$ cat src/rtl/div_iter_responder_pkg.sv
// Shared types and constants for the iterative restoring divider.
// Also holds the final sign fix / result select applied on entry to DONE.
package div_iter_responder_pkg;

  localparam int unsigned XLEN       = 64;
  localparam int unsigned DIV_ITER_D = 64;
  localparam int unsigned DIV_ITER_W = 32;

  typedef enum logic [1:0] {IDLE, CALC, DONE} div_state_t;

  function automatic logic [XLEN-1:0] div_fix_result(input logic [XLEN-1:0] quot,
                                                     input logic [XLEN-1:0] rem,
                                                     input logic            neg_quot,
                                                     input logic            neg_rem,
                                                     input logic            get_div,
                                                     input logic            is_word);
    logic [XLEN-1:0] q_fix;
    logic [XLEN-1:0] r_fix;
    logic [XLEN-1:0] res;
    q_fix = neg_quot ? -quot : quot;
    r_fix = neg_rem ? -rem : rem;
    res   = get_div ? q_fix : r_fix;
    // W results are always sign-extended from bit 31, even for the unsigned forms
    if (is_word) begin
      res = {{(XLEN/2){res[XLEN/2-1]}}, res[XLEN/2-1:0]};
    end
    return res;
  endfunction

endpackage

$ cat src/rtl/div_step.sv
// One radix-2 restoring division step: shift in the next dividend bit,
// subtract the divisor if it fits and record the quotient bit.
module div_step
  import div_iter_responder_pkg::*;
(
  input  logic [XLEN-1:0] rem,
  input  logic [XLEN-1:0] quot,
  input  logic [XLEN-1:0] divisor,
  output logic [XLEN-1:0] rem_next,
  output logic [XLEN-1:0] quot_next
);

  logic [XLEN:0] shifted;
  logic [XLEN:0] diff;

  always_comb begin
    shifted = {rem, quot[XLEN-1]};
    diff    = shifted - {1'b0, divisor};
    // No borrow out of the 65-bit subtraction means shifted >= divisor
    if (!diff[XLEN]) begin
      rem_next  = diff[XLEN-1:0];
      quot_next = {quot[XLEN-2:0], 1'b1};
    end else begin
      rem_next  = shifted[XLEN-1:0];
      quot_next = {quot[XLEN-2:0], 1'b0};
    end
  end

endmodule

$ cat src/rtl/div_iter_responder.sv
// Iterative restoring divider for DIV/DIVU/REM/REMU and W variants.
// Accepts a request in IDLE, iterates in CALC, pulses resp_valid in DONE.
module div_iter_responder
  import div_iter_responder_pkg::*;
(
  input  logic            clk,
  input  logic            reset,
  input  logic            flush,
  input  logic            req_valid,
  output logic            req_ready,
  input  logic [XLEN-1:0] a,
  input  logic [XLEN-1:0] b,
  input  logic            is_signed,
  input  logic            get_div,
  input  logic            is_word,
  output logic            resp_valid,
  output logic [XLEN-1:0] c
);

  localparam int unsigned Half = XLEN / 2;

  div_state_t      state_q;
  logic [XLEN-1:0] quot_q;
  logic [XLEN-1:0] rem_q;
  logic [XLEN-1:0] divisor_q;
  logic [XLEN-1:0] c_q;
  logic [6:0]      cnt_q;
  logic            neg_quot_q;
  logic            neg_rem_q;
  logic            get_div_q;
  logic            is_word_q;

  logic [XLEN-1:0] a_ext;
  logic [XLEN-1:0] b_ext;
  logic [XLEN-1:0] a_abs;
  logic [XLEN-1:0] b_abs;
  logic [XLEN-1:0] dividend;
  logic [XLEN-1:0] min_neg;
  logic [XLEN-1:0] special_quot;
  logic [XLEN-1:0] special_rem;
  logic [6:0]      iter_n;
  logic            neg_quot;
  logic            neg_rem;
  logic            b_neg;
  logic            div_by_zero;
  logic            overflow;

  logic [XLEN-1:0] step_rem;
  logic [XLEN-1:0] step_quot;

  always_comb begin
    if (is_word) begin
      a_ext   = {{Half{is_signed & a[Half-1]}}, a[Half-1:0]};
      b_ext   = {{Half{is_signed & b[Half-1]}}, b[Half-1:0]};
      min_neg = {{(Half+1){1'b1}}, {(Half-1){1'b0}}};
      iter_n  = 7'(DIV_ITER_W);
    end else begin
      a_ext   = a;
      b_ext   = b;
      min_neg = {1'b1, {(XLEN-1){1'b0}}};
      iter_n  = 7'(DIV_ITER_D);
    end
    neg_rem  = is_signed & a_ext[XLEN-1];
    b_neg    = is_signed & b_ext[XLEN-1];
    neg_quot = neg_rem ^ b_neg;
    a_abs    = neg_rem ? -a_ext : a_ext;
    b_abs    = b_neg ? -b_ext : b_ext;
    // W dividends sit in the top half so 32 steps shift them fully through
    dividend = is_word ? {a_abs[Half-1:0], {Half{1'b0}}} : a_abs;

    div_by_zero  = (b_ext == '0);
    overflow     = is_signed & (a_ext == min_neg) & (&b_ext);
    special_quot = div_by_zero ? '1 : a_ext;
    special_rem  = div_by_zero ? a_ext : '0;
  end

  div_step u_div_step (
    .rem       (rem_q),
    .quot      (quot_q),
    .divisor   (divisor_q),
    .rem_next  (step_rem),
    .quot_next (step_quot)
  );

  always_ff @(posedge clk or negedge reset) begin
    if (!reset) begin
      state_q    <= IDLE;
      quot_q     <= '0;
      rem_q      <= '0;
      divisor_q  <= '0;
      c_q        <= '0;
      cnt_q      <= '0;
      neg_quot_q <= 1'b0;
      neg_rem_q  <= 1'b0;
      get_div_q  <= 1'b0;
      is_word_q  <= 1'b0;
    end else if (flush) begin
      state_q <= IDLE;
    end else begin
      unique case (state_q)
        IDLE: begin
          if (req_valid) begin
            get_div_q <= get_div;
            is_word_q <= is_word;
            if (div_by_zero || overflow) begin
              neg_quot_q <= 1'b0;
              neg_rem_q  <= 1'b0;
              c_q        <= div_fix_result(special_quot, special_rem, 1'b0, 1'b0,
                                           get_div, is_word);
              state_q    <= DONE;
            end else begin
              neg_quot_q <= neg_quot;
              neg_rem_q  <= neg_rem;
              quot_q     <= dividend;
              rem_q      <= '0;
              divisor_q  <= b_abs;
              cnt_q      <= iter_n;
              state_q    <= CALC;
            end
          end
        end
        CALC: begin
          quot_q <= step_quot;
          rem_q  <= step_rem;
          cnt_q  <= cnt_q - 7'd1;
          if (cnt_q == 7'd1) begin
            c_q     <= div_fix_result(step_quot, step_rem, neg_quot_q, neg_rem_q,
                                      get_div_q, is_word_q);
            state_q <= DONE;
          end
        end
        DONE: begin
          state_q <= IDLE;
        end
        default: begin
          state_q <= IDLE;
        end
      endcase
    end
  end

  assign req_ready  = (state_q == IDLE) & ~flush;
  assign resp_valid = (state_q == DONE) & ~flush;
  assign c          = c_q;

endmodule

$ cat config.mk
export PLATFORM = sky130hd
export DESIGN_NAME = div_iter_responder
export DESIGN_NICKNAME = d
export VERILOG_FILES = /design/src/rtl/div_iter_responder_pkg.sv /design/src/rtl/div_step.sv /design/src/rtl/div_iter_responder.sv
export SDC_FILE = /design/constraint.sdc
export NUM_CORES = 1
export LEC_CHECK = 0
export BUFFER_PORTS_ARGS = -buffer_cell sky130_fd_sc_hd__buf_2
export CORE_ASPECT_RATIO = 1.75
export CORE_MARGIN = 4
export CORE_UTILIZATION = 50
export DETAILED_ROUTE_END_ITERATION = 6
export PLACE_DENSITY_LB_ADDON = 0.25
export SYNTH_ARGS = -nofsm -noshare
export SYNTH_HDL_FRONTEND = slang
export SYNTH_SLANG_ARGS = --single-unit
$ cat constraint.sdc
create_clock -name clk -period 11.31 [get_ports clk]
set_clock_uncertainty 0.2 [all_clocks]
set_input_delay 2.262 -clock clk [delete_from_list [all_inputs] [get_ports clk]]
set_output_delay 2.262 -clock clk [all_outputs]
set_load 0.005 [all_outputs]
==> flow_metrics.env, run 1 <==
export IMPL_utilization_pct=55.0
export IMPL_finalCriticalPeriod_ps=7800
export IMPL_die_w_um=179
export IMPL_ir_worst_vdd_mv=0.163
export IMPL_hp_start="divisor_q[43]"
export IMPL_post_cts_repair_setup_buffers=0
export IMPL_max_freq_mhz=128
export IMPL_hold_path_cell_count=2
export IMPL_hold_end="divisor_q[43]"
export IMPL_ys_seq_area_share_pct=26.4
export IMPL_reg2reg_slack_ps=3510
export IMPL_status="finished, final reports clean"
export IMPL_hold_path_class="flop to flop"
export IMPL_clockBufferDepth=3
export IMPL_num_rows=109
export IMPL_synth_most_common_cell="nand2_1"
export IMPL_cts_clk_slew_worst_paths_ps=70
export IMPL_drv_cap=0
export IMPL_fin_crit_sh_pct=68.9
export IMPL_wirelength_um=117000
export IMPL_syn_nets=3724
export IMPL_ctsHoldBuffers=0
export IMPL_path_class="flop to flop"
export IMPL_viasPerCell=6.67
export IMPL_finish_net_count=3765
export IMPL_antenna_found_initial=9
export IMPL_syn_area_per_cell_um2=7.24
export IMPL_finalSetupViolCount=0
export IMPL_track_usage_pct=41.6
export IMPL_insertion_delay_ps=610
export IMPL_crit_required_ps=11580
export IMPL_hold_viol=0
export IMPL_antenna_left=0
export IMPL_drc=0
export IMPL_dp_hpwl_um=91700
export IMPL_portBuffers=200
export IMPL_seq_area_um2=6730
export IMPL_cts_resized_gates=0
export IMPL_grt_max_degree=173
export IMPL_r2r_end="c[54]"
export IMPL_htreeDepth=1
export IMPL_reg2reg_depth=24
export IMPL_start_util_pct=50.5
export IMPL_drive_above_1_share_pct=10.1
export IMPL_wire_per_inst_um=27.5
export IMPL_grt_pass1_vias=27100
export IMPL_grt_pass1_wl_um=173000
export IMPL_ys_flop_type="dfrtp_1"
export IMPL_die_area_um2=54700
export IMPL_leakage_nw=11.3
export IMPL_place_inst=4194
export IMPL_p_per_area_nw_per_um2=275
export IMPL_cts_buffers=28
export IMPL_fin_cells=4247
export IMPL_tightest_slew_ps=1330
export IMPL_synth_area_um2=25500
export IMPL_cp_max_fo=27
export IMPL_async_flop_share_pct=100
export IMPL_dieHeight_um=307
export IMPL_synth_edf_count=0
export IMPL_rsz0062_at_grt="no"
export IMPL_final_max_slew_viol_count=0
export IMPL_synth_area_top_cells="dfrtp_1, o21ai_0, nand2_1"
export IMPL_clock_sinks=269
export IMPL_synth_top_area_cell="dfrtp_1"
export IMPL_synth_warnings=0
export IMPL_gp_congestion=1.05
export IMPL_cts_root_buf="clkbuf_16"
export IMPL_r2r_start="quot_q[63]"
export IMPL_first_pass_iters=7
export IMPL_end_kind="flop"
export IMPL_vias=28300
export IMPL_slew_headroom_pct=10.8
export IMPL_area_growth_pct=9.01
export IMPL_cts_tree="done"
export IMPL_synth_common_cells="nand2_1, o21ai_0, nor2_1, a21oi_1, dfrtp_1"
export IMPL_fin_tns_setup_ps=0
export IMPL_synth_top_area_share_pct=26.4
export IMPL_core_area_um2=50500
export IMPL_postSynthCellCount=3517
export IMPL_yosys_register_bits=269
export IMPL_worstPathArrival_ps=8060
export IMPL_overflow=0
export IMPL_pin_count=201
export IMPL_drt_iter0_markers=3344
export IMPL_synth_cell_types=91
export IMPL_nFillCells=5099
export IMPL_critPathLaunchType="flop"
export IMPL_multi_input_area_um2=17500
state kept, by name (all words and copies together), names as in the netlist:
name and count:
is_word_q 1, divisor_q 64, state_q 2, rem_q 64, cnt_q 7, neg_rem_q 1
c 64, get_div_q 1, neg_quot_q 1, quot_q 64
critical path: stages (launching register included):
cell and delay (ps):
dfrtp_1 370, inv_1 70, ha_1 230, fa_1 410, nand2b_1 190, a211o_1 340
a21o_1 230, o211ai_1 420, a221oi_2 230, o211a_2 330, buf_4 230, nor2_4 130
inv_2 80, a21oi_1 310, ha_1 240, inv_1 90, or4_1 560, or4_1 460
or4_1 530, o31a_1 320, or4_1 630, nor4_1 430, mux2_2 390, o21ai_0 150
nand2_1 70
layout by cell type, fill, tap and decap left out, drive strengths merged, types with 65 or more instances in the layout:
cell / instances
a21oi: 319
buf: 238
dfrtp: 269
ha: 71
inv: 109
nand2: 453
nor2: 376
nor3: 96
o211ai: 71
o21ai: 394
o31ai: 65
xnor2: 120
xor2: 131
worst max path at each step:
stage,from,to
2_1_floorplan,quot_q[63],c[54]
3_3_place_gp,quot_q[63],c[54]
3_5_place_dp,quot_q[63],c[54]
4_1_cts,quot_q[63],c[54]
5_1_grt,rem_q[16],c[54]
6_report,quot_q[63],c[54]
through the flow:
| stage | power [mW] | area, µm² | hold WS [ps] | worst slack, ps |
|---|---|---|---|---|
| CTS | 7.45 | 27800 | 280 | 3590 |
| detailed placement | 6.43 | 26800 | 266 | 3630 |
| finish | 7.63 | 27800 | 280 | 3510 |
| floorplan | 4.75 | 25500 | 243 | 4180 |
| global route | 8.04 | 27800 | 295 | 3040 |
| global placement | 6.42 | 26800 | 260 | 3790 |
final cells by class:
class	count	area share (%)
diodes	2	0.0180
repair buffers	238	4.72
multi-input cells	2914	63.1
inverters	107	1.45
clock inverters	18	0.717
well taps	666	3.00
flip-flops and latches	269	24.3
clock buffers	33	2.70
logic make-up (layout without fill, tap and decap cells):
logic type	count (synthesis)	in the layout	share of synthesized area (%)
AOI/OAI and AO/OA	1213	1213	29.6
buffers and inverters	334	396	4.99
DFF	269	269	26.4
xor gates and xnor gates	251	251	8.66
muxes	62	62	2.49
adders and majority gates	72	72	3.57
and+or+nand+nor	1316	1316	24.2
other	0	2	0
layer usage:
layer | up-vias | part of all wire [%] | track usage (%)
li1 | 12900 | - | -
met1 | 13300 | 33 | 44.2
met2 | 1556 | 46 | 67.4
met3 | 569 | 6.7 | 6.03
met4 | 6 | 14 | 43.2
met5 | - | 0.030 | 0
report_power, final:
part | internal [mW] | switching (mW) | total (mW)
combinational | 1.64 | 3.34 | 4.98
sequential | 1.28 | 0.377 | 1.65
clock | 0.547 | 0.448 | 0.995
total | 3.47 | 4.16 | 7.63
Note: power is estimated with default switching activity, not from simulation.
==> run 2, diff against run 1 <==
- clock period: 11.31 -> 6.4 ns (I/O delays scaled with it)
==> run 2 against run 1 <==
Sequential share of layout area down 1.3 points. Combinational power up 98%. Cell area up 5.9%. Worst hold slack worse by 5.3 ps. Sequential power up 76%. Non-clock buffer count up 180. Utilization up 3.2 points. Global-route usage up 3.4 points. Maximum frequency up 25%. Via count up 4.4%. Critical endpoint unchanged.
==> flow_metrics.env, run 2 (synthesis results as in run 1) <==
export IMPL_max_freq_mhz=161
export IMPL_drt_iter0_markers=3543
export IMPL_final_max_slew_viol_count=0
export IMPL_rsz0062_at_grt="no"
export IMPL_end_kind="flop"
export IMPL_wirelength_um=126000
export IMPL_htreeDepth=1
export IMPL_path_class="flop to flop"
export IMPL_slew_headroom_pct=23.0
export IMPL_vias=29600
export IMPL_p_per_area_nw_per_um2=501
export IMPL_critPathLaunchType="flop"
export IMPL_track_usage_pct=45.0
export IMPL_dp_hpwl_um=99700
export IMPL_cts_tree="done"
export IMPL_num_rows=109
export IMPL_portBuffers=200
export IMPL_die_area_um2=54700
export IMPL_finalCriticalPeriod_ps=6230
export IMPL_dieHeight_um=307
export IMPL_mostFrequentLayoutCells="nand2_1, o21ai_0, nor2_1"
export IMPL_antenna_found_initial=5
export IMPL_final_common_cell="nand2_1"
export IMPL_fin_cells=4430
export IMPL_viasPerCell=6.68
export IMPL_finish_net_count=3946
export IMPL_pin_count=201
export IMPL_antenna_left=0
export IMPL_grt_pass1_vias=28400
export IMPL_hold_path_class="flop to flop"
export IMPL_fin_tns_setup_ps=0
export IMPL_nFillCells=4901
export IMPL_insertion_delay_ps=620
export IMPL_hold_ws_ps=275
export IMPL_hold_viol=0
export IMPL_tightest_slew_ps=1140
export IMPL_place_ws_ps=54.9
export IMPL_worstPathArrival_ps=6510
export IMPL_wire_per_inst_um=28.4
export IMPL_first_pass_iters=6
export IMPL_start_util_pct=50.5
export IMPL_clock_sinks=269
export IMPL_grt_pass1_wl_um=185000
export IMPL_place_inst=4371
export IMPL_clockBufferDepth=3
export IMPL_cts_root_buf="clkbuf_16"
export IMPL_ir_worst_vdd_mv=0.250
export IMPL_cts_buffers=29
export IMPL_cts_clk_slew_worst_paths_ps=70
export IMPL_placed_area_um2=28300
export IMPL_finalSetupViolCount=0
export IMPL_drc=0
export IMPL_status="finished, final reports clean"
export IMPL_leakage_nw=12.3
export IMPL_core_area_um2=50500
export IMPL_cp_max_fo=6
export IMPL_area_growth_pct=15.4
export IMPL_fin_crit_sh_pct=97.3
export IMPL_crit_required_ps=6680
export IMPL_gp_congestion=1.06
export IMPL_die_w_um=179
export IMPL_drv_cap=0
export IMPL_drive_above_1_share_pct=14.9
export IMPL_design_area_um2=29400
export IMPL_overflow=0
export IMPL_grt_max_degree=126
export IMPL_setup_ws_ps=171
run 2: cell count changes in the layout (fill, tap and decap cells not counted), sizes merged:
cell / delta
clkbuf: +8
clkinv: -6
bufinv: +3
diode: +2
clkinvlp: -1
inv: -3
buf: +180
run 2: path summary, 6_finish.rpt:
check / start / to / slack (ps) / cells after the start
max in group asynchronous: reset / divisor_q[27] / 4200 / 2
min in group asynchronous: reset / divisor_q[56] / 550 / 1
worst min register to register: c[3] / c[3] / 270 / 2
worst min-delay path: c[3] / c[3] / 270 / 2
worst max-delay path: divisor_q[35] / c[54] / 170 / 21
worst max register to register: divisor_q[35] / c[54] / 170 / 21
run 2: final cells by class:
type,instances,area [µm²],area share [%]
diodes,4,10.0,0.0341
clock buffers,41,841,2.86
clock inverters,11,224,0.762
inverters,107,408,1.39
multi-input cells,2914,17600,60.0
flip-flops and latches,269,6740,22.9
well taps,666,833,2.84
repair buffers,418,2710,9.23
run 2: timing repair:
item / in CTS / in global routing
endpoints found under the setup margin: 1 / 19
pin swaps: 1 / 15
resized for setup: 0 / 12
setup buffers: 0 / 3
hold buffers: 0 / 0
run 2: per-layer routing:
metal	routed length, µm	part of all wire (%)	track usage [%]
met2	58300	46	72.7
met5	12	0.0095	0
met3	9290	7.4	7.80
met1	41300	33	47.2
met4	17000	14	46.6
run 2: metrics by stage:
step	utilization (%)	power, mW
3_5_place_dp	56.0	12.3
5_1_grt	58.2	15.4
6_report	58.2	14.7
2_1_floorplan	-	8.53
3_3_place_gp	56.0	12.3
4_1_cts	58.1	14.3
run 2: report_power, final:
part	switching [mW]	internal (mW)
sequential	0.659	2.25
combinational	6.32	3.54
clock	0.782	1.16
total	7.77	6.95
run 2: critical path, cell delays in order (launching register included):
cell and delay (ps):
dfrtp_1 380, inv_1 200, ha_1 340, a21oi_1 210, o21ai_0 180, a21oi_1 230, o21ai_0 120, a21oi_1 480
o211a_2 390, nor3_1 110, a21oi_4 180, ha_4 160, inv_2 40, or4_4 430, or4_4 440, or4_4 450
o31a_1 270, or4_4 560, nor4_4 210, mux2_4 330, o21ai_1 130, nand2_1 60
